### src/rtl/count_pwm_pkg.sv
// Shared types and default sizing for the count_pwm block and its count tracker.
package count_pwm_pkg;

    localparam int unsigned DEF_WIDTH = 4;
    localparam int unsigned DEF_CYC_W = 8;

    typedef enum logic {
        S_SYNC = 1'b0,
        S_RUN  = 1'b1
    } state_t;

endpackage

### src/rtl/count_track.sv
// Follows the upstream mod-2**WIDTH count: remembers the previous value and
// classifies each new sample as hold, advance (possibly a wrap) or skip.
module count_track
    import count_pwm_pkg::*;
#(
    parameter int unsigned WIDTH = DEF_WIDTH
) (
    input  logic             clk,
    input  logic             rst,
    input  logic             run,
    input  logic [WIDTH-1:0] cnt_in,
    output logic             wrap_now,
    output logic             skip
);

    localparam logic [WIDTH-1:0] CNT_MAX  = '1;
    localparam logic [WIDTH-1:0] CNT_ZERO = '0;

    logic [WIDTH-1:0] prev_cnt;
    logic [WIDTH-1:0] prev_inc;
    logic             load;
    logic             hold;
    logic             advance;

    // While tracking, follow every sample; while resyncing, only latch the zero.
    assign load     = run || (cnt_in == CNT_ZERO);
    assign prev_inc = prev_cnt + WIDTH'(1);
    assign hold     = (cnt_in == prev_cnt);
    assign advance  = (cnt_in == prev_inc);

    always_ff @(posedge clk or negedge rst) begin
        if (!rst) begin
            prev_cnt <= '0;
        end else if (load) begin
            prev_cnt <= cnt_in;
        end
    end

    assign wrap_now = run && (prev_cnt == CNT_MAX) && (cnt_in == CNT_ZERO);
    assign skip     = run && !hold && !advance;

endmodule

### src/rtl/count_pwm.sv
// PWM generator driven by an external free-running count; duty is loaded via
// valid/ready and swapped in only at wrap. Define COUNT_PWM_INVERT_EN for an
// active-low, idle-high pwm_out.
module count_pwm
    import count_pwm_pkg::*;
#(
    parameter int unsigned WIDTH = DEF_WIDTH,
    parameter int unsigned CYC_W = DEF_CYC_W
) (
    input  logic             clk,
    input  logic             rst,
    input  logic [WIDTH-1:0] cnt_in,
    input  logic [WIDTH:0]   duty_in,
    input  logic             duty_valid,
    output logic             duty_ready,
    output logic             pwm_out,
    output logic             wrap_pulse,
    output logic             err_skip,
    output logic [CYC_W-1:0] cycles
);

    localparam int unsigned DW = WIDTH + 1;
    localparam logic [DW-1:0] DUTY_MAX = {1'b1, {WIDTH{1'b0}}};
    localparam logic [WIDTH-1:0] CNT_ZERO = '0;

`ifdef COUNT_PWM_INVERT_EN
    localparam logic POL = 1'b1;
`else
    localparam logic POL = 1'b0;
`endif

    state_t           state;
    state_t           state_nxt;
    logic             pwm_nxt;
    logic             wrap_pulse_nxt;
    logic             err_skip_nxt;
    logic [CYC_W-1:0] cycles_nxt;
    logic [DW-1:0]    active_duty;
    logic [DW-1:0]    active_duty_nxt;
    logic [DW-1:0]    shadow;
    logic [DW-1:0]    shadow_nxt;
    logic             pending;
    logic             pending_nxt;

    logic             wrap_now;
    logic             skip;
    logic             accept;
    logic [DW-1:0]    eff_duty;
    logic             cmp;

    // Requests above a full period mean "always on".
    function automatic logic [DW-1:0] sat_duty(input logic [DW-1:0] d);
        return (d > DUTY_MAX) ? DUTY_MAX : d;
    endfunction

    count_track #(
        .WIDTH (WIDTH)
    ) u_track (
        .clk      (clk),
        .rst      (rst),
        .run      (state == S_RUN),
        .cnt_in   (cnt_in),
        .wrap_now (wrap_now),
        .skip     (skip)
    );

    assign duty_ready = !pending;
    assign accept     = duty_valid && !pending;

    // A pending duty takes effect on the very count that starts the new period.
    assign eff_duty = (wrap_now && pending) ? shadow : active_duty;
    assign cmp      = ({1'b0, cnt_in} < eff_duty);

    always_ff @(posedge clk or negedge rst) begin
        if (!rst) begin
            state       <= S_SYNC;
            pwm_out     <= POL;
            wrap_pulse  <= 1'b0;
            err_skip    <= 1'b0;
            cycles      <= '0;
            active_duty <= '0;
            shadow      <= '0;
            pending     <= 1'b0;
        end else begin
            state       <= state_nxt;
            pwm_out     <= pwm_nxt;
            wrap_pulse  <= wrap_pulse_nxt;
            err_skip    <= err_skip_nxt;
            cycles      <= cycles_nxt;
            active_duty <= active_duty_nxt;
            shadow      <= shadow_nxt;
            pending     <= pending_nxt;
        end
    end

    always_comb begin
        state_nxt       = state;
        pwm_nxt         = pwm_out;
        wrap_pulse_nxt  = 1'b0;
        err_skip_nxt    = 1'b0;
        cycles_nxt      = cycles;
        active_duty_nxt = active_duty;
        shadow_nxt      = shadow;
        pending_nxt     = pending;

        case (state)
            S_SYNC: begin
                pwm_nxt = POL;
                if (cnt_in == CNT_ZERO) begin
                    state_nxt = S_RUN;
                end
            end
            S_RUN: begin
                if (skip) begin
                    err_skip_nxt = 1'b1;
                    pwm_nxt      = POL;
                    state_nxt    = S_SYNC;
                end else begin
                    pwm_nxt        = cmp ^ POL;
                    wrap_pulse_nxt = wrap_now;
                    if (wrap_now) begin
                        cycles_nxt = cycles + CYC_W'(1);
                        if (pending) begin
                            active_duty_nxt = shadow;
                            pending_nxt     = 1'b0;
                        end
                    end
                end
            end
            default: begin
                pwm_nxt   = POL;
                state_nxt = S_SYNC;
            end
        endcase

        // Accept never coincides with a swap: it needs pending low.
        if (accept) begin
            shadow_nxt  = sat_duty(duty_in);
            pending_nxt = 1'b1;
        end
    end

endmodule

### config.mk
export PLATFORM = sky130hd
export DESIGN_NAME = count_pwm
export DESIGN_NICKNAME = d
export VERILOG_FILES = /design/src/rtl/count_pwm_pkg.sv /design/src/rtl/count_track.sv /design/src/rtl/count_pwm.sv
export SDC_FILE = /design/constraint.sdc
export NUM_CORES = 1
export LEC_CHECK = 0
export CORE_ASPECT_RATIO = 1.25
export CORE_MARGIN = 2
export CORE_UTILIZATION = 55
export CTS_CLUSTER_DIAMETER = 50
export CTS_CLUSTER_SIZE = 28
export DETAILED_ROUTE_END_ITERATION = 8
export GPL_ROUTABILITY_DRIVEN = 0
export GPL_TIMING_DRIVEN = 0
export HOLD_SLACK_MARGIN = 0.1
export PLACE_DENSITY = 0.85
export SLEW_MARGIN = 15
export SYNTH_ARGS = -nofsm -noshare
export SYNTH_HDL_FRONTEND = slang
export SYNTH_SLANG_ARGS = --single-unit
### constraint.sdc
create_clock -name clk -period 3.4 [get_ports clk]
set_input_delay 0.68 -clock clk [delete_from_list [all_inputs] [get_ports clk]]
set_output_delay 0.68 -clock clk [all_outputs]
set_load 0.05 [all_outputs]
Yosys cells after proc, flatten, opt, wreduce, memory -nomap -nowiden. Index checks and enable logic that the tools add are counted. W data, S select, Z words.

Word-level logic and storage cells: 50. Flip-flop bits (word level): 27. Bits of input ports: 12. Output and inout bits: 12.

Eq/ne operators: 4. Add/sub/neg operators: 2. Multiplexer cells: 15. Bitwise operators: 2. $lt $le $gt $ge: 2. Reduce and logical (&&, ||, !) cells: 16.

Operators with widths (number): $mux W1 (11); $mux W5 (2); $add A8 B1 Y8 const B (1); $eq A4 B4 Y1 (2); $logic_and A1 B1 Y1 (6); $reduce_and A3 Y1 (2); $gt A5 B5 Y1 const B (1); $lt A4 B5 Y1 (1); $add A4 B1 Y4 const B (1); $eq A4 B4 Y1 const B (1); $logic_not A4 Y1 (1); $pmux W1 S2 (2); $reduce_and A4 Y1 (1); $reduce_bool A2 Y1 (2); $logic_not A1 Y1 (3); $ne A2 B1 Y1 const B (1); $not A1 Y1 (2); $logic_or A1 B1 Y1 (1).

Logic depth before layout (Yosys ltp).
Word-level depth: 8. Gate-level depth with buffers: 10. Depth with buffers taken out: 10.

Hierarchy. Synthesis repeated with hierarchy kept, for this count alone.

Cell total of the unflattened synthesis: 119. Area total of the unflattened synthesis: 1368.8 sq um.

Modules (own cells, without submodules): count_pwm (cells an instance 87, instances 1, area each 1064.8 sq um, sequential area each 575.6 sq um); count_track (cells an instance 32, instances 1, area each 304.0 sq um, sequential area each 100.1 sq um).

Worst setup path after synthesis. Ideal clock, no wire load.

Path type: input port to flip-flop. Start: input cnt_in[0]. End: register pwm_out. Cell stages on the path: 8. Data required time: 3.312 ns. Slack: 1.039 ns. Arrival: 2.273 ns. Setup time: 0.088 ns. Cell sequence: nor4_4 > nand3_2 > mux2i_1 > ha_1 > a21o_1 > a211oi_1 > a211oi_1 > nor3b_1.

Longest elaborated chain between the ends: 7. Elaborated cells on any way between the ends: 13. Classes of those cells: 1 x order compare; 2 x eq/ne; 3 x mux; 7 x reduce/logical.

RTL lines: from (decl) (line count_pwm.sv:12) `input logic [WIDTH-1:0] cnt_in,`; $logic_not A4 Y1 (line count_track.sv:39) `assign wrap_now = run && (prev_cnt == CNT_MAX) && (cnt_in == CNT_ZERO);`; $logic_and A1 B1 Y1 (line count_track.sv:39); $logic_and A1 B1 Y1 (line count_pwm.sv:71) `assign eff_duty = (wrap_now && pending) ? shadow : active_duty;`; $mux W5 (line count_pwm.sv:71); $lt A4 B5 Y1 (line count_pwm.sv:72) `assign cmp = ({1'b0, cnt_in} < eff_duty);`; $mux W1 * (line count_pwm.sv:114) `if (skip) begin`; $pmux W1 S2 * (line count_pwm.sv:106) `case (state)`; named net pwm_nxt (line count_pwm.sv:34) `logic pwm_nxt;`; to (signal assigned) (line count_pwm.sv:86) `pwm_out <= pwm_nxt;`; to (decl) (line count_pwm.sv:16) `output logic pwm_out,`.

Mark *: on every way through the listed nets, which the timed path passes. The rest lies on a longest branch. A chain may end at the register's enable or synchronous reset.

Final worst setup path.
Start: input cnt_in[1]. End: register pwm_out.

The elaborated chain is that of the path after synthesis.

==> impl_metrics.ini <==
[outcome]
status = finished, final reports clean

[critical_path]
path_max_fanout = 6
start_kind = primary input
cp-end-kind = flop
path_class = primary input to flop
required_ps = 3650
reg2reg_depth = 9
worstPathArrival_ps = 3110

[synth]
synth_nets = 135
synth_cell_types = 33
postSynthCellCount = 118
yosysSeqAreaShare_pct = 49.0
synth-seq-cells = 27
netlist_area_um2 = 1380
yosysWarnings = 0
syn_area_per_cell_um2 = 11.7

[clocking]
cts.hold.buffers_added = 0
post_cts_buffers = 0
h-tree-depth = 1
clockRootBuffer = clkbuf_4
cts_buffers = 3
cts_buffer_depth = 2
clk_latency_ps = 320
numClockSinks = 27
cts_tree = built
ctsResizeCount = 0
path_clk_slew_ps = 140

[route]
route.detailed.drc = 0
routed_wl_um = 2370
antenna_left = 0
drt-initial-drc-count = 13
vias_per_cell = 5.22
num_vias = 929
firstDrtPassIters = 3
wl_per_cell_um = 13.3

[timing]
max_freq_ghz = 0.350
min_period_ps = 2860
finalHoldViolCount = 0
finalSetupViolCount = 0
drv_slew = 0
maxSlewHeadroom_pct = 61.4
holdWs_ps = 328
worstMarginPinSlew_ps = 580
rsz0062_at_grt = false
clock_skew_ps = 1.72
fin_crit_sh_pct = 84.0
setup_tns_ps = 0

[die]
die_area_um2 = 2930
die_h_um = 60.0
core.rowCount = 20
core_um2 = 2400
fp.dieW_um = 48.8
initial_utilization_pct = 57.4
io_pins = 24

[global_routing]
grt_usage_pct = 17.9
antenna_found_initial = 0
overflow = 0
grt_pass1_vias = 954
grt_max_degree = 28
grt_pass1_wl_um = 4000

[place]
port-buffer-count = 23
dp_hpwl_um = 1840

[layout]
syn2layout_area_growth_pct = 21.3
nNetsFinal = 163
n_antenna_cell = 0
drive_gt1_share_pct = 16.6

[power]
cellLeakagePower_uw = 0.000776
powerDensity_nw_per_um2 = 447
vdd_ir_drop_max_v = 0.000312

[run]
timing.max_cap.violations = 0

[worst_hold_path]
min_path_type = primary input to asynchronous set/reset pin
==> placed cells by master, fill, tap and decap left out, types with 5 or more instances in the layout <==
master           instances
o21ai_0                  7
ha_1                     5
mux2_4                   5
xnor2_1                  7
dfrtp_1                 27
nand2b_1                 5
xor2_1                   6
nand2_1                 17
clkdlybuf4s50_1         22
==> kinds of logic (layout without fill, tap and decap cells) <==
group                    Yosys count  in the layout  synth area share, %
adder cells (fa/ha/maj)            5              5                 4.54
flip-flops                        27             27                 49.0
buffers and inverters              3             30                 1.18
AO/OA/AOI/OAI                     12             12                 5.17
AND/OR/NAND/NOR                   45             45                 19.3
XOR/XNOR                          14             14                 9.89
multiplexers                      12             12                 10.9
==> per-layer routing <==
| layer | track usage (%) | part of all wire (%) | up-vias |
|---|---|---|---|
| met5 | 0 | 0 | - |
| met4 | 10.2 | 1.7 | 0 |
| met3 | 3.50 | 3.6 | 4 |
| met2 | 32.7 | 53 | 18 |
| met1 | 19.6 | 41 | 442 |
| li1 | - | - | 465 |
==> where the power goes <==
group          internal (uW)  switching [uW]
logic                    100             120
clock network           44.2            91.8
registers                357            32.9
==> flip-flops by register name, summed over array words and instances (netlist names) <==
| register | flops |
|---|---|
| pwm_out | 1 |
| u_track.prev_cnt | 4 |
| err_skip | 1 |
| pending | 1 |
| state | 1 |
| shadow | 5 |
| wrap_pulse | 1 |
| active_duty | 5 |
| cycles | 8 |
==> area by class of cell <==
class	count	area [um^2]
clock buffers	3	22.5
well taps	33	41.3
plain buffers	2	12.5
fillers	199	729
multi-input cells	88	687
flip-flops and latches	27	676
clock inverters	1	5.00
repair buffers	23	225
inverters	1	3.75
==> Yosys cell counts, drive strengths merged <==
library cell | instances | area share, %
a21oi | 2 | 1.0
xnor2 | 7 | 4.4
nand4 | 3 | 1.4
or4 | 1 | 0.64
nor2 | 5 | 1.9
and4b | 1 | 0.73
inv | 1 | 0.27
xnor3 | 1 | 1.6
xor2 | 6 | 3.8
nand3 | 4 | 1.8
nand2 | 17 | 4.6
nand2b | 5 | 2.3
a21o | 1 | 0.54
nor4 | 2 | 2.0
and2 | 2 | 1.0
dfrtp | 27 | 49
mux2 | 9 | 8.7
buf | 2 | 0.91
nor3b | 1 | 0.54
and3 | 3 | 1.7
o21ai | 7 | 2.5
mux2i | 3 | 2.2
and4 | 1 | 0.73
ha | 5 | 4.5
a211oi | 2 | 1.1
==> stage by stage <==
| stage | cells | power [uW] | area [um^2] | worst slack [ps] | util [%] |
|---|---|---|---|---|---|
| finish | 178 | 747 | 1670 | 544 | 69.6 |
| floorplan | 118 | 551 | 1380 | 1040 | - |
| CTS | 178 | 758 | 1680 | 536 | 69.8 |
| detailed placement | 174 | 622 | 1650 | 188 | 68.7 |
| global route | 178 | 797 | 1670 | 412 | 69.6 |
| global placement | 174 | 607 | 1650 | 211 | 68.7 |
==> worst max-delay path: stages <==
cell and delay, ps:
clkdlybuf4s50_1 570, nor4_4 390, nand3_2 260, mux2i_1 220
ha_1 260, a21o_1 160, a211oi_1 250, a211oi_1 110
nor3b_1 210
==> final timing paths <==
check / startpoint / endpoint / slack [ps]
max: cnt_in[1] / pwm_out$_DFF_PN0_ / 540
min: rst / u_track.prev_cnt[3]$_DFFE_PN0P_ / 330
max reg2reg: u_track.prev_cnt[0]$_DFFE_PN0P_ / pwm_out$_DFF_PN0_ / 1000
min reg2reg: cycles[6]$_DFFE_PN0P_ / cycles[6]$_DFFE_PN0P_ / 500
max in group asynchronous: rst / cycles[7]$_DFFE_PN0P_ / 2690
min in group clk: cycles[6]$_DFFE_PN0P_ / cycles[6]$_DFFE_PN0P_ / 500
(Power assumes the default switching activity.)
